`src/rtl/int_divider_unit_if.sv`:
```
// Issue/result handshake bundle for the iterative integer divider.
// slave: divider side (takes issue, drives result); master: RS/CDB side.
interface int_divider_unit_if #(
    parameter int WIDTH = 32,
    parameter int TAG_W = 4
);
    logic             in_valid;
    logic             in_ready;
    logic [TAG_W-1:0] in_tag;
    logic             in_signed;
    logic [WIDTH-1:0] dividend;
    logic [WIDTH-1:0] divisor;
    logic             out_valid;
    logic             out_ready;
    logic [TAG_W-1:0] out_tag;
    logic [WIDTH-1:0] quotient;
    logic [WIDTH-1:0] remainder;
    logic             div_by_zero;

    modport master (
        output in_valid, in_tag, in_signed,
        output dividend, divisor, out_ready,
        input  in_ready, out_valid, out_tag,
        input  quotient, remainder, div_by_zero
    );

    modport slave (
        input  in_valid, in_tag, in_signed,
        input  dividend, divisor, out_ready,
        output in_ready, out_valid, out_tag,
        output quotient, remainder, div_by_zero
    );
endinterface

```
`src/rtl/int_divider_unit.sv`:
```
// Iterative radix-2 restoring divider: WIDTH CALC cycles, one FIX cycle.
// Ports: clk, rst (sync, active-high), flush, bus (slave handshake bundle).
module int_divider_unit #(
    parameter int WIDTH = 32,
    parameter int TAG_W = 4
) (
    input  logic               clk,
    input  logic               rst,
    input  logic               flush,
    int_divider_unit_if.slave  bus
);
    localparam int CW = $clog2(WIDTH);

    typedef enum logic [1:0] {IDLE, CALC, FIX, DONE} state_t;

    state_t           r_state;
    logic [WIDTH-1:0] r_rem;
    logic [WIDTH-1:0] r_quo;
    logic [WIDTH-1:0] r_dmag;
    logic [CW-1:0]    r_cnt;
    logic             r_neg_n;
    logic             r_neg_d;
    logic [TAG_W-1:0] r_out_tag;
    logic             r_out_valid;
    logic [WIDTH-1:0] r_quotient;
    logic [WIDTH-1:0] r_remainder;
    logic             r_dbz;

    logic             w_a_neg;
    logic             w_b_neg;
    logic [WIDTH-1:0] w_a_mag;
    logic [WIDTH-1:0] w_b_mag;
    logic [WIDTH:0]   w_shift;
    logic [WIDTH:0]   w_trial;
    logic [WIDTH-1:0] w_q_fix;
    logic [WIDTH-1:0] w_r_fix;

    // Sign flags are pre-gated by in_signed, so unsigned ops see no fix-up.
    assign w_a_neg = bus.in_signed & bus.dividend[WIDTH-1];
    assign w_b_neg = bus.in_signed & bus.divisor[WIDTH-1];
    assign w_a_mag = w_a_neg ? -bus.dividend : bus.dividend;
    assign w_b_mag = w_b_neg ? -bus.divisor : bus.divisor;

    // One extra bit: the shifted remainder can exceed WIDTH bits
    // when the divisor magnitude is above 2^(WIDTH-1).
    assign w_shift = {r_rem, r_quo[WIDTH-1]};
    assign w_trial = w_shift - {1'b0, r_dmag};

    assign w_q_fix = (r_neg_n ^ r_neg_d) ? -r_quo : r_quo;
    assign w_r_fix = r_neg_n ? -r_rem : r_rem;

    always_ff @(posedge clk) begin
        if (rst) begin
            r_state     <= IDLE;
            r_rem       <= '0;
            r_quo       <= '0;
            r_dmag      <= '0;
            r_cnt       <= '0;
            r_neg_n     <= 1'b0;
            r_neg_d     <= 1'b0;
            r_out_tag   <= '0;
            r_out_valid <= 1'b0;
            r_quotient  <= '0;
            r_remainder <= '0;
            r_dbz       <= 1'b0;
        end else if (flush) begin
            r_state     <= IDLE;
            r_out_valid <= 1'b0;
        end else begin
            unique case (r_state)
                IDLE: begin
                    if (bus.in_valid) begin
                        r_out_tag <= bus.in_tag;
                        r_neg_n   <= w_a_neg;
                        r_neg_d   <= w_b_neg;
                        r_quo     <= w_a_mag;
                        r_dmag    <= w_b_mag;
                        r_rem     <= '0;
                        r_cnt     <= CW'(WIDTH - 1);
                        if (bus.divisor == '0) begin
                            r_quotient  <= '1;
                            r_remainder <= bus.dividend;
                            r_dbz       <= 1'b1;
                            r_out_valid <= 1'b1;
                            r_state     <= DONE;
                        end else begin
                            r_state <= CALC;
                        end
                    end
                end
                CALC: begin
                    if (!w_trial[WIDTH]) begin
                        r_rem <= w_trial[WIDTH-1:0];
                        r_quo <= {r_quo[WIDTH-2:0], 1'b1};
                    end else begin
                        r_rem <= w_shift[WIDTH-1:0];
                        r_quo <= {r_quo[WIDTH-2:0], 1'b0};
                    end
                    if (r_cnt == '0) begin
                        r_state <= FIX;
                    end else begin
                        r_cnt <= r_cnt - CW'(1);
                    end
                end
                FIX: begin
                    r_quotient  <= w_q_fix;
                    r_remainder <= w_r_fix;
                    r_dbz       <= 1'b0;
                    r_out_valid <= 1'b1;
                    r_state     <= DONE;
                end
                DONE: begin
                    if (bus.out_ready) begin
                        r_out_valid <= 1'b0;
                        r_state     <= IDLE;
                    end
                end
                default: r_state <= IDLE;
            endcase
        end
    end

    assign bus.in_ready    = (r_state == IDLE);
    assign bus.out_valid   = r_out_valid;
    assign bus.out_tag     = r_out_tag;
    assign bus.quotient    = r_quotient;
    assign bus.remainder   = r_remainder;
    assign bus.div_by_zero = r_dbz;
endmodule
```
`src/flat_wrapper.sv`:
```
// flat-port wrapper written by rule: the top's interface ports become plain ports
module int_divider_unit_flat 
#(
    parameter int WIDTH = 32,
    parameter int TAG_W = 4
)
  (clk, rst, flush, bus_in_valid, bus_in_tag, bus_in_signed, bus_dividend, bus_divisor, bus_out_ready, bus_in_ready, bus_out_valid, bus_out_tag, bus_quotient, bus_remainder, bus_div_by_zero);
  int_divider_unit_if #(.WIDTH(WIDTH), .TAG_W(TAG_W)) bus_i ();
  input  logic clk;
  input  logic rst;
  input  logic flush;
  input wire logic [$bits(bus_i.in_valid)-1:0] bus_in_valid;
  input wire logic [$bits(bus_i.in_tag)-1:0] bus_in_tag;
  input wire logic [$bits(bus_i.in_signed)-1:0] bus_in_signed;
  input wire logic [$bits(bus_i.dividend)-1:0] bus_dividend;
  input wire logic [$bits(bus_i.divisor)-1:0] bus_divisor;
  input wire logic [$bits(bus_i.out_ready)-1:0] bus_out_ready;
  output wire logic [$bits(bus_i.in_ready)-1:0] bus_in_ready;
  output wire logic [$bits(bus_i.out_valid)-1:0] bus_out_valid;
  output wire logic [$bits(bus_i.out_tag)-1:0] bus_out_tag;
  output wire logic [$bits(bus_i.quotient)-1:0] bus_quotient;
  output wire logic [$bits(bus_i.remainder)-1:0] bus_remainder;
  output wire logic [$bits(bus_i.div_by_zero)-1:0] bus_div_by_zero;
  assign bus_i.in_valid = bus_in_valid;
  assign bus_i.in_tag = bus_in_tag;
  assign bus_i.in_signed = bus_in_signed;
  assign bus_i.dividend = bus_dividend;
  assign bus_i.divisor = bus_divisor;
  assign bus_i.out_ready = bus_out_ready;
  assign bus_in_ready = bus_i.in_ready;
  assign bus_out_valid = bus_i.out_valid;
  assign bus_out_tag = bus_i.out_tag;
  assign bus_quotient = bus_i.quotient;
  assign bus_remainder = bus_i.remainder;
  assign bus_div_by_zero = bus_i.div_by_zero;
  int_divider_unit #(.WIDTH(WIDTH), .TAG_W(TAG_W)) u_core (.clk(clk), .rst(rst), .flush(flush), .bus(bus_i));
endmodule
```
`config.mk`:
```
export PLATFORM = sky130hd
export DESIGN_NAME = int_divider_unit_flat
export DESIGN_NICKNAME = d
export VERILOG_FILES = /design/src/rtl/int_divider_unit_if.sv /design/src/rtl/int_divider_unit.sv /design/src/flat_wrapper.sv
export SDC_FILE = /design/constraint.sdc
export NUM_CORES = 1
export LEC_CHECK = 0
export CAP_MARGIN = 40
export CORE_ASPECT_RATIO = 1.1
export CORE_UTILIZATION = 55
export CTS_BUF_LIST = sky130_fd_sc_hd__clkbuf_8
export DETAILED_ROUTE_END_ITERATION = 16
export PLACE_DENSITY_LB_ADDON = 0.1
export RECOVER_POWER = 25
export SLEW_MARGIN = 10
export SYNTH_ARGS = -nofsm -noshare
export SYNTH_HDL_FRONTEND = slang
export SYNTH_SLANG_ARGS = --single-unit
```
`constraint.sdc`:
```
create_clock -name clk -period 5 [get_ports clk]
set_input_delay 1.25 -clock clk [delete_from_list [all_inputs] [get_ports clk]]
set_output_delay 1.25 -clock clk [all_outputs]
set_load 0.03 [all_outputs]
```
# Word-level counts from Yosys, hierarchy flattened
# Cells that the tools add are included.
# op_classes
n_bitwise	4
muxes	29
eq_ne	8
reduce_logical	13
shift	0
n_div	0
multipliers	0
add_sub_neg	6
n_lt_le_gt_ge	0
# op_table
cell	count
$mux 32	11
$pmux 32 s2	4
$neg 32->32	4
$sub 33x32->33	1
$logic_not 32->1	1
$reduce_and 4->1	3
$mux 5	2
$pmux 5 s2	1
$reduce_and 3->1	3
$mux 2	4
$pmux 2 s4	1
$ne 2x2->1 const B	3
$logic_not 5->1	1
$sub 5x1->5 const B	1
$eq 2x2->1 const B	2
$mux 1	4
$ne 2x1->1 const B	2
$reduce_bool 2->1	2
$pmux 1 s3	1
$reduce_bool 3->1	1
$and 1x1->1	2
$eq 2x1->1 const B	1
$logic_not 2->1	1
$pmux 1 s2	1
3 further kinds	3
# word_totals
n_memories	0
romBits	0
wordCells	72
mem_bits_rw	0
latch_bits	0
inputBits	74
output_inout_bits	71
register_bits	175

# Longest topological paths before layout
# Gate-level depths: netlist (run 1).
# logic_depth
word_depth	4
ltp_mapped	13
ltp_nobuf	11

# Worst setup path before layout (run 1)
# No wires, ideal clock.
# synth_path
path_type	input to register
start	input bus_divisor[20]
end	register u_core.r_remainder[15] (netlist: u_core.bus.remainder[15])
path_stages	9
t_required_ns	4.872
setup_time_ns	0.128
setup_slack_ns	1.588
arrival_time_ns	3.284
path_cell_list	or4_4 -> or3_4 -> nor4_4 -> nand4_2 -> a21o_1 -> buf_6 -> clkbuf_1 -> a21oi_1 -> nor2_1
# synth_between
elab_chain_len	3
# synth_rtl
element	line	rtl
from (decl)	flat_wrapper.sv:16	input wire logic [$bits(bus_i.divisor)-1:0] bus_divisor;
$logic_not 32->1	int_divider_unit.sv:80	if (bus.divisor == '0) begin
$ne 2x1->1 (no source line)	--	
$reduce_and 4->1 (no source line)	--	
to (signal assigned)	int_divider_unit.sv:82	r_remainder <= bus.dividend;
to (signal assigned)	int_divider_unit.sv:107	r_remainder <= w_r_fix;
to (decl)	int_divider_unit.sv:26	logic [WIDTH-1:0] r_remainder;
# No other way between the ends.
# A chain may end at the register's enable or synchronous reset.

# Worst setup path in the final report (run 1)
# layout_path
start	input bus_in_valid
end	register u_core.r_dmag[31]
# layout_between
elab_chain_len	1
# layout_rtl
element	line	rtl
from (decl)	flat_wrapper.sv:12	input wire logic [$bits(bus_i.in_valid)-1:0] bus_in_valid;
$reduce_and 3->1 (no source line)	--	
to (signal assigned)	int_divider_unit.sv:77	r_dmag <= w_b_mag;
to (decl)	int_divider_unit.sv:19	logic [WIDTH-1:0] r_dmag;
# No other way between the ends.

==> summary.txt, run 1 <==
synthesis warning total: 0
post-layout min period: 4110 ps
clock latency on the worst-skew pair: 490 ps
GPL Wtd Cong: 0.920
post-place setup slack: 794 ps
share of layout cells above drive strength 1: 5.08%
post-synthesis sequential area ratio: 29.8%
Synth Net Count: 1677
startpoint class of the critical path: primary input
Avg WL per Cell: 17.5 µm
Rows: 55
Worst-Margin Slew: 2310 ps
critical path class: primary input to flip-flop
ys async rst share: 0%
first-pass GRT wire length: 54500 µm
area of the die: 22000 µm²
worst setup path startpoint: bus_in_valid
wirelength, routed: 33900 µm
failing checks: capacitance limit, slew limit
VDD IR max: 160 µV
status: finished with violations
RSZ-0062 raised after global routing: false
clk sinks: 175
clock root buffer: clkbuf_8
final core utilization: 66.3%
syn_area_per_cell: 7.54 µm²
power per cell area: 242 nW/µm²
CTS tree: done
Unique masters post-synth: 72
Final Hold Fails: 0
core area: 20800 µm²
total grt overflow: 0
Post-CTS Setup Inserts: 0
GRT Overall Usage: 31.2%
Die Y: 155 µm
max-slew violation count: 93
Max Root-Sink Buffers: 2
CTS buffer count: 17
worst reg2reg startpoint: u_core.r_quo[31]
Non-Filler Instances: 1938
prevailing post-synth register cell: dfxtp_1
vias in the first global route: 10500
1st-pass router iterations: 5
Antenna Nets Post-Route: 0
Synth Instances: 1560
most frequent cells in the layout: 201 x nand2_1, 190 x nor2_1, 175 x dfxtp_1, 132 x a21oi_1, 97 x clkdlybuf4s50_1
hpwl dp: 25400 µm
Cells after DPL: 1906
#FFs+latches synth: 175
via count: 11600
Total Nets Final: 1757
HP Class: flip-flop to flip-flop
most common cell after layout, fill and taps aside: nand2_1
Hold Slack: 460 ps
Leakage: 5.20 nW
Clock transition at path regs: 110 ps
setup_tns: 0 ps
Mapped Area: 11800 µm²
final cycle utilization of the critical path: 82.1%
reg2reg end: u_core.r_rem[4]
largest net degree at the start of global routing: 85
post-cts resize count: 0
required time of the critical path: 5420 ps
critical path data arrival time: 4520 ps
endpoints failing setup: 0
CP max FO: 61
Hold Buf Count CTS: 0
initial antenna violation count: 0
Initial DRC Count: 803
vias per cell: 5.97
P&R area growth vs syn: 17.2%
Antenna diodes: 0
hold_sp: u_core.bus.remainder[7]
EDFF count, synth: 0
Worst Setup Slack, final: 895 ps
DIE WIDTH: 141 µm
Max-slew headroom: -54.3%
H-tree depth: 4
R2R Setup Slk: 1280 ps
# IOs: 145
DRC: 0
fmax: 244 MHz
crit path capture type: flip-flop
CP Capture Point: u_core.r_dmag[31]
max cap viols: 2
R2R depth: 12
Initial Utilization: 56.6%
port bufs: 144
Setup Skew: 17.7 ps
## worst min-delay path by stage
| stage | endpoint | slack (ps) | cells past startpoint |
|---|---|---|---|
| global route | u_core.bus.remainder[7] | 470 | 2 |
| CTS | u_core.r_dmag[17] | 460 | 2 |
| global placement | u_core.bus.out_tag[0] | 440 | 2 |
| finish | u_core.bus.remainder[7] | 460 | 2 |
| detailed placement | u_core.r_dmag[15] | 450 | 2 |
| floorplan | u_core.r_dmag[15] | 430 | 2 |
## area by class of cell
type | count | area [µm²]
multi-input combinational | 1225 | 7640
clock inverter | 15 | 193
timing repair buffer | 163 | 1630
inverter | 58 | 218
fill | 1860 | 7010
clock buffer | 17 | 234
tap | 285 | 357
sequential | 175 | 3500
## critical path: stages
cell,delay (ps)
dlygate4sd3_1,640
nand2_1,230
nor2_4,260
clkbuf_1,1670
nand3_1,220
a21oi_1,220
## layer usage
metal | vias up | part of all wire [%] | wire length (µm) | global-route usage [%]
met5 | - | 0 | 0 | 0
met4 | 0 | 4.2 | 1410 | 14.9
met3 | 67 | 5.8 | 1960 | 4.28
met2 | 374 | 47 | 16100 | 52.9
met1 | 5394 | 43 | 14500 | 39.1
li1 | 5730 | - | - | -
## through the flow
step | power (mW) | instance area, µm²
after floorplan | 2.07 | 11800
after global placement | 2.31 | 13300
after detailed placement | 2.33 | 13400
after CTS | 3.33 | 13800
after global routing | 3.50 | 13800
final | 3.33 | 13800
## cells by family after synthesis
group | after synthesis | share of synthesized area (%)
buffers and inverters | 160 | 5.60
and+or+nand+nor | 570 | 22.3
muxes | 26 | 2.22
DFF | 175 | 29.8
adders and majority gates | 43 | 4.64
AOI/OAI and AO/OA | 445 | 24.9
xor gates and xnor gates | 141 | 10.5
## state kept, by name, indices dropped and copies added (netlist names)
signal,flops
u_core.bus.out_tag,4
u_core.bus.quotient,32
u_core.r_cnt,5
u_core.r_neg_d,1
u_core.bus.out_valid,1
u_core.r_state,2
u_core.r_neg_n,1
u_core.r_rem,32
u_core.r_quo,32
u_core.bus.remainder,32
u_core.bus.div_by_zero,1
u_core.r_dmag,32
## synthesized netlist by cell type, types with 9 or more instances
library cell,instances,share of area [%]
a311oi_1,40,3.0
inv_1,58,1.9
or4_1,10,0.64
a21o_1,11,0.70
a31oi_1,15,0.80
o31ai_1,19,1.2
o211ai_1,25,1.6
mux2i_1,25,2.1
nor2_1,192,6.1
nand2b_1,16,0.85
a211oi_1,39,2.5
clkbuf_1,77,2.5
dfxtp_1,175,30
buf_1,9,0.29
nand3_1,23,0.98
nor3_1,30,1.3
nor4_1,14,0.74
nand2_1,201,6.4
xor2_1,77,5.7
and2_1,11,0.59
a211oi_2,9,0.96
nand4_1,10,0.53
or3_1,19,1.0
xnor2_1,64,4.8
ha_1,42,4.5
o41ai_1,16,1.2
o21ai_0,95,4.0
a21oi_1,133,5.7
## power by group
part | switching [mW] | internal (mW)
clock network | 0.638 | 0.388
logic | 0.487 | 0.320
registers | 0.0504 | 1.45
total | 1.17 | 2.15
No activity file was read; power rests on OpenSTA's default activity.
==> run 2, diff against run 1 <==
Settings changed: CORE_UTILIZATION 55 to 53.
Clock period 5 ns to 3.6 ns, I/O delays scaled along.
==> summary.txt, run 2 (synthesized netlist as in run 1, its figures left out) <==
hold_sp: u_core.r_dmag[25] (was u_core.bus.remainder[7])
sw frac: 32.4% (was 35.3%)
power per cell area: 329 nW/µm² (was 242 nW/µm²)
P&R area growth vs syn: 19.8% (was 17.2%)
Max-slew headroom: 35.9% (was -54.3%)
VDD IR max: 225 µV (was 160 µV)
endpoints failing setup: 0 (unchanged)
crit-path cells: clkdlybuf4s50_1 > or4_4 > or3_4 > nor4_4 > nand4_2 > a21oi_4 > buf_12 > nor2_1 > a311oi_1 (was dlygate4sd3_1 > nand2_1 > nor2_4 > clkbuf_1 > nand3_1 > a21oi_1)
Worst-Margin Slew: 962 ps (was 2310 ps)
final core utilization: 65.5% (was 66.3%)
max-slew violation count: 0 (was 93)
Antenna diodes: 0 (unchanged)
worst reg2reg startpoint: u_core.r_dmag[24] (was u_core.r_quo[31])
met3 WL: 1660 µm (was 1960 µm)
post-place setup slack: -156 ps (was 794 ps)
critical path class: primary input to flip-flop (unchanged)
first-pass GRT wire length: 52000 µm (was 54500 µm)
GPL Wtd Cong: 0.945 (was 0.920)
hold endpoint: u_core.r_dmag[25] (was u_core.bus.remainder[7])
clock latency on the worst-skew pair: 480 ps (was 490 ps)
hold path depth: 2 (unchanged)
# IOs: 145 (unchanged)
required time of the critical path: 3990 ps (was 5420 ps)
GRT Overall Usage: 29.0% (was 31.2%)
Setup Skew: 22.2 ps (was 17.7 ps)
Flop pwr share: 44.8% (was 44.9%)
DRC: 0 (unchanged)
crit path capture type: flip-flop (unchanged)
Cells after DPL: 1958 (was 1906)
Clock transition at path regs: 100 ps (was 110 ps)
area of the die: 22800 µm² (was 22000 µm²)
slowest stage delay, CP: 550 ps (was 1670 ps)
status: complete, no violations (was finished with violations)
post-cts resize count: 0 (unchanged)
uppermost layer routed: met4 (unchanged)
clock root buffer: clkbuf_8 (unchanged)
Area after DPL: 13700 µm² (was 13400 µm²)
share of layout cells above drive strength 1: 7.71% (was 5.08%)
Final Cell Area: 14100 µm² (was 13800 µm²)
Post-CTS Setup Inserts: 0 (unchanged)
core area: 21500 µm² (was 20800 µm²)
clock share of power: 30.7% (was 30.8%)
total grt overflow: 0 (unchanged)
initial antenna violation count: 0 (unchanged)
CTS tree: done (unchanged)
Avg WL per Cell: 16.2 µm (was 17.5 µm)
via count: 11400 (was 11600)
fmax: 304 MHz
DIE WIDTH: 144 µm (was 141 µm)
Total Nets Final: 1804 (was 1757)
Worst Setup Slack, final: 307 ps (was 895 ps)
Post-Route M1 WL: 14000 µm (was 14500 µm)
1st-pass router iterations: 5 (unchanged)
Int Power: 3.13 mW (was 2.15 mW)
HP Class: flip-flop to flip-flop (unchanged)
Leakage: 5.41 nW (was 5.20 nW)
CP max-delay cell: or4_4 (was clkbuf_1)
Hold Buf Count CTS: 0 (unchanged)
max cap viols: 0 (was 2)
DR WL met2: 15400 µm (was 16100 µm)
Initial Utilization: 54.7% (was 56.6%)
R2R Setup Slk: 350 ps (was 1280 ps)
final cycle utilization of the critical path: 91.5%
largest net degree at the start of global routing: 78 (was 85)
Antenna Nets Post-Route: 0 (unchanged)
Switch Pwr: 1.50 mW (was 1.17 mW)
vias per cell: 5.74 (was 5.97)
critical path data arrival time: 3680 ps (was 4520 ps)
clk sinks: 175 (unchanged)
wirelength, routed: 32200 µm (was 33900 µm)
H-tree depth: 4 (unchanged)
port bufs: 144 (unchanged)
CTS buffer count: 17 (unchanged)
Rows: 56 (was 55)
Die Y: 158 µm (was 155 µm)
reg2reg end: u_core.r_rem[24] (was u_core.r_rem[4])
hpwl dp: 24800 µm (was 25400 µm)
CP max FO: 66 (was 61)
Initial DRC Count: 742 (was 803)
most common cell after layout, fill and taps aside: nand2_1 (unchanged)
R2R depth: 11 (was 12)
startpoint class of the critical path: primary input (unchanged)
Combinational Power Share: 24.4% (was 24.2%)
Final Hold Fails: 0 (unchanged)
Non-Filler Instances: 1990 (was 1938)
post-layout min period: 3290 ps
Max Root-Sink Buffers: 2 (unchanged)
RSZ-0062 raised after global routing: false (unchanged)
vias in the first global route: 10600 (was 10500)
most frequent cells in the layout: 201 x nand2_1, 191 x nor2_1, 175 x dfxtp_1, 132 x a21oi_1, 99 x clkdlybuf4s50_1 (was 201 x nand2_1, 190 x nor2_1, 175 x dfxtp_1, 132 x a21oi_1, 97 x clkdlybuf4s50_1)
==> run 2: area by class of cell <==
cell class | count | area [µm²]
clock buffers | 18 | 248
flip-flops and latches | 175 | 3500
well taps | 290 | 363
clock inverters | 14 | 153
fillers | 1951 | 7430
inverters | 58 | 218
multi-input cells | 1225 | 7630
repair buffers | 210 | 1970
==> run 2: per-layer routing <==
metal,vias to the layer above,track usage [%]
li1,5820,-
met1,5219,35.1
met2,329,50.2
met3,57,4.54
met4,0,12.8
met5,-,0
==> run 2: stage by stage <==
stage | power, mW | hold WS, ps | TNS [ps]
2_1_floorplan | 2.87 | 432 | 0
3_3_place_gp | 3.23 | 442 | -925
3_5_place_dp | 3.25 | 444 | -3480
4_1_cts | 4.65 | 456 | 0
5_1_grt | 4.85 | 480 | 0
6_report | 4.63 | 456 | 0
==> run 2: worst max path at each step <==
stage	start	to	slack (ps)	cells after the start
6_report	bus_divisor[20]	u_core.bus.quotient[30]	310	9
5_1_grt	u_core.r_dmag[24]	u_core.r_rem[31]	120	11
4_1_cts	bus_divisor[20]	u_core.bus.quotient[18]	350	9
3_5_place_dp	bus_divisor[20]	u_core.bus.quotient[18]	-160	9
3_3_place_gp	bus_divisor[20]	u_core.bus.quotient[29]	-40	9
2_1_floorplan	bus_divisor[20]	u_core.bus.remainder[15]	540	9
==> run 2: critical path, delay by kind of cell <==
family                 cells  cell delay [ps]
buffers and inverters      2              700
AND/OR/NAND/NOR            5             1510
AO/OA/AOI/OAI              2              510
==> run 2: power by group through the flow <==
stage	clock, mW	sequential (mW)	combinational, mW
after floorplan	0	2.11	0.755
after global placement	0	2.12	1.11
after detailed placement	0	2.12	1.13
after CTS	1.44	2.07	1.13
after global routing	1.51	2.09	1.25
final	1.42	2.08	1.13
==> run 3, diff against run 2 <==
Settings changed: CORE_MARGIN set to 1.
==> results of run 3 <==
Final layout, timing and power as in run 2 (identical DEF).
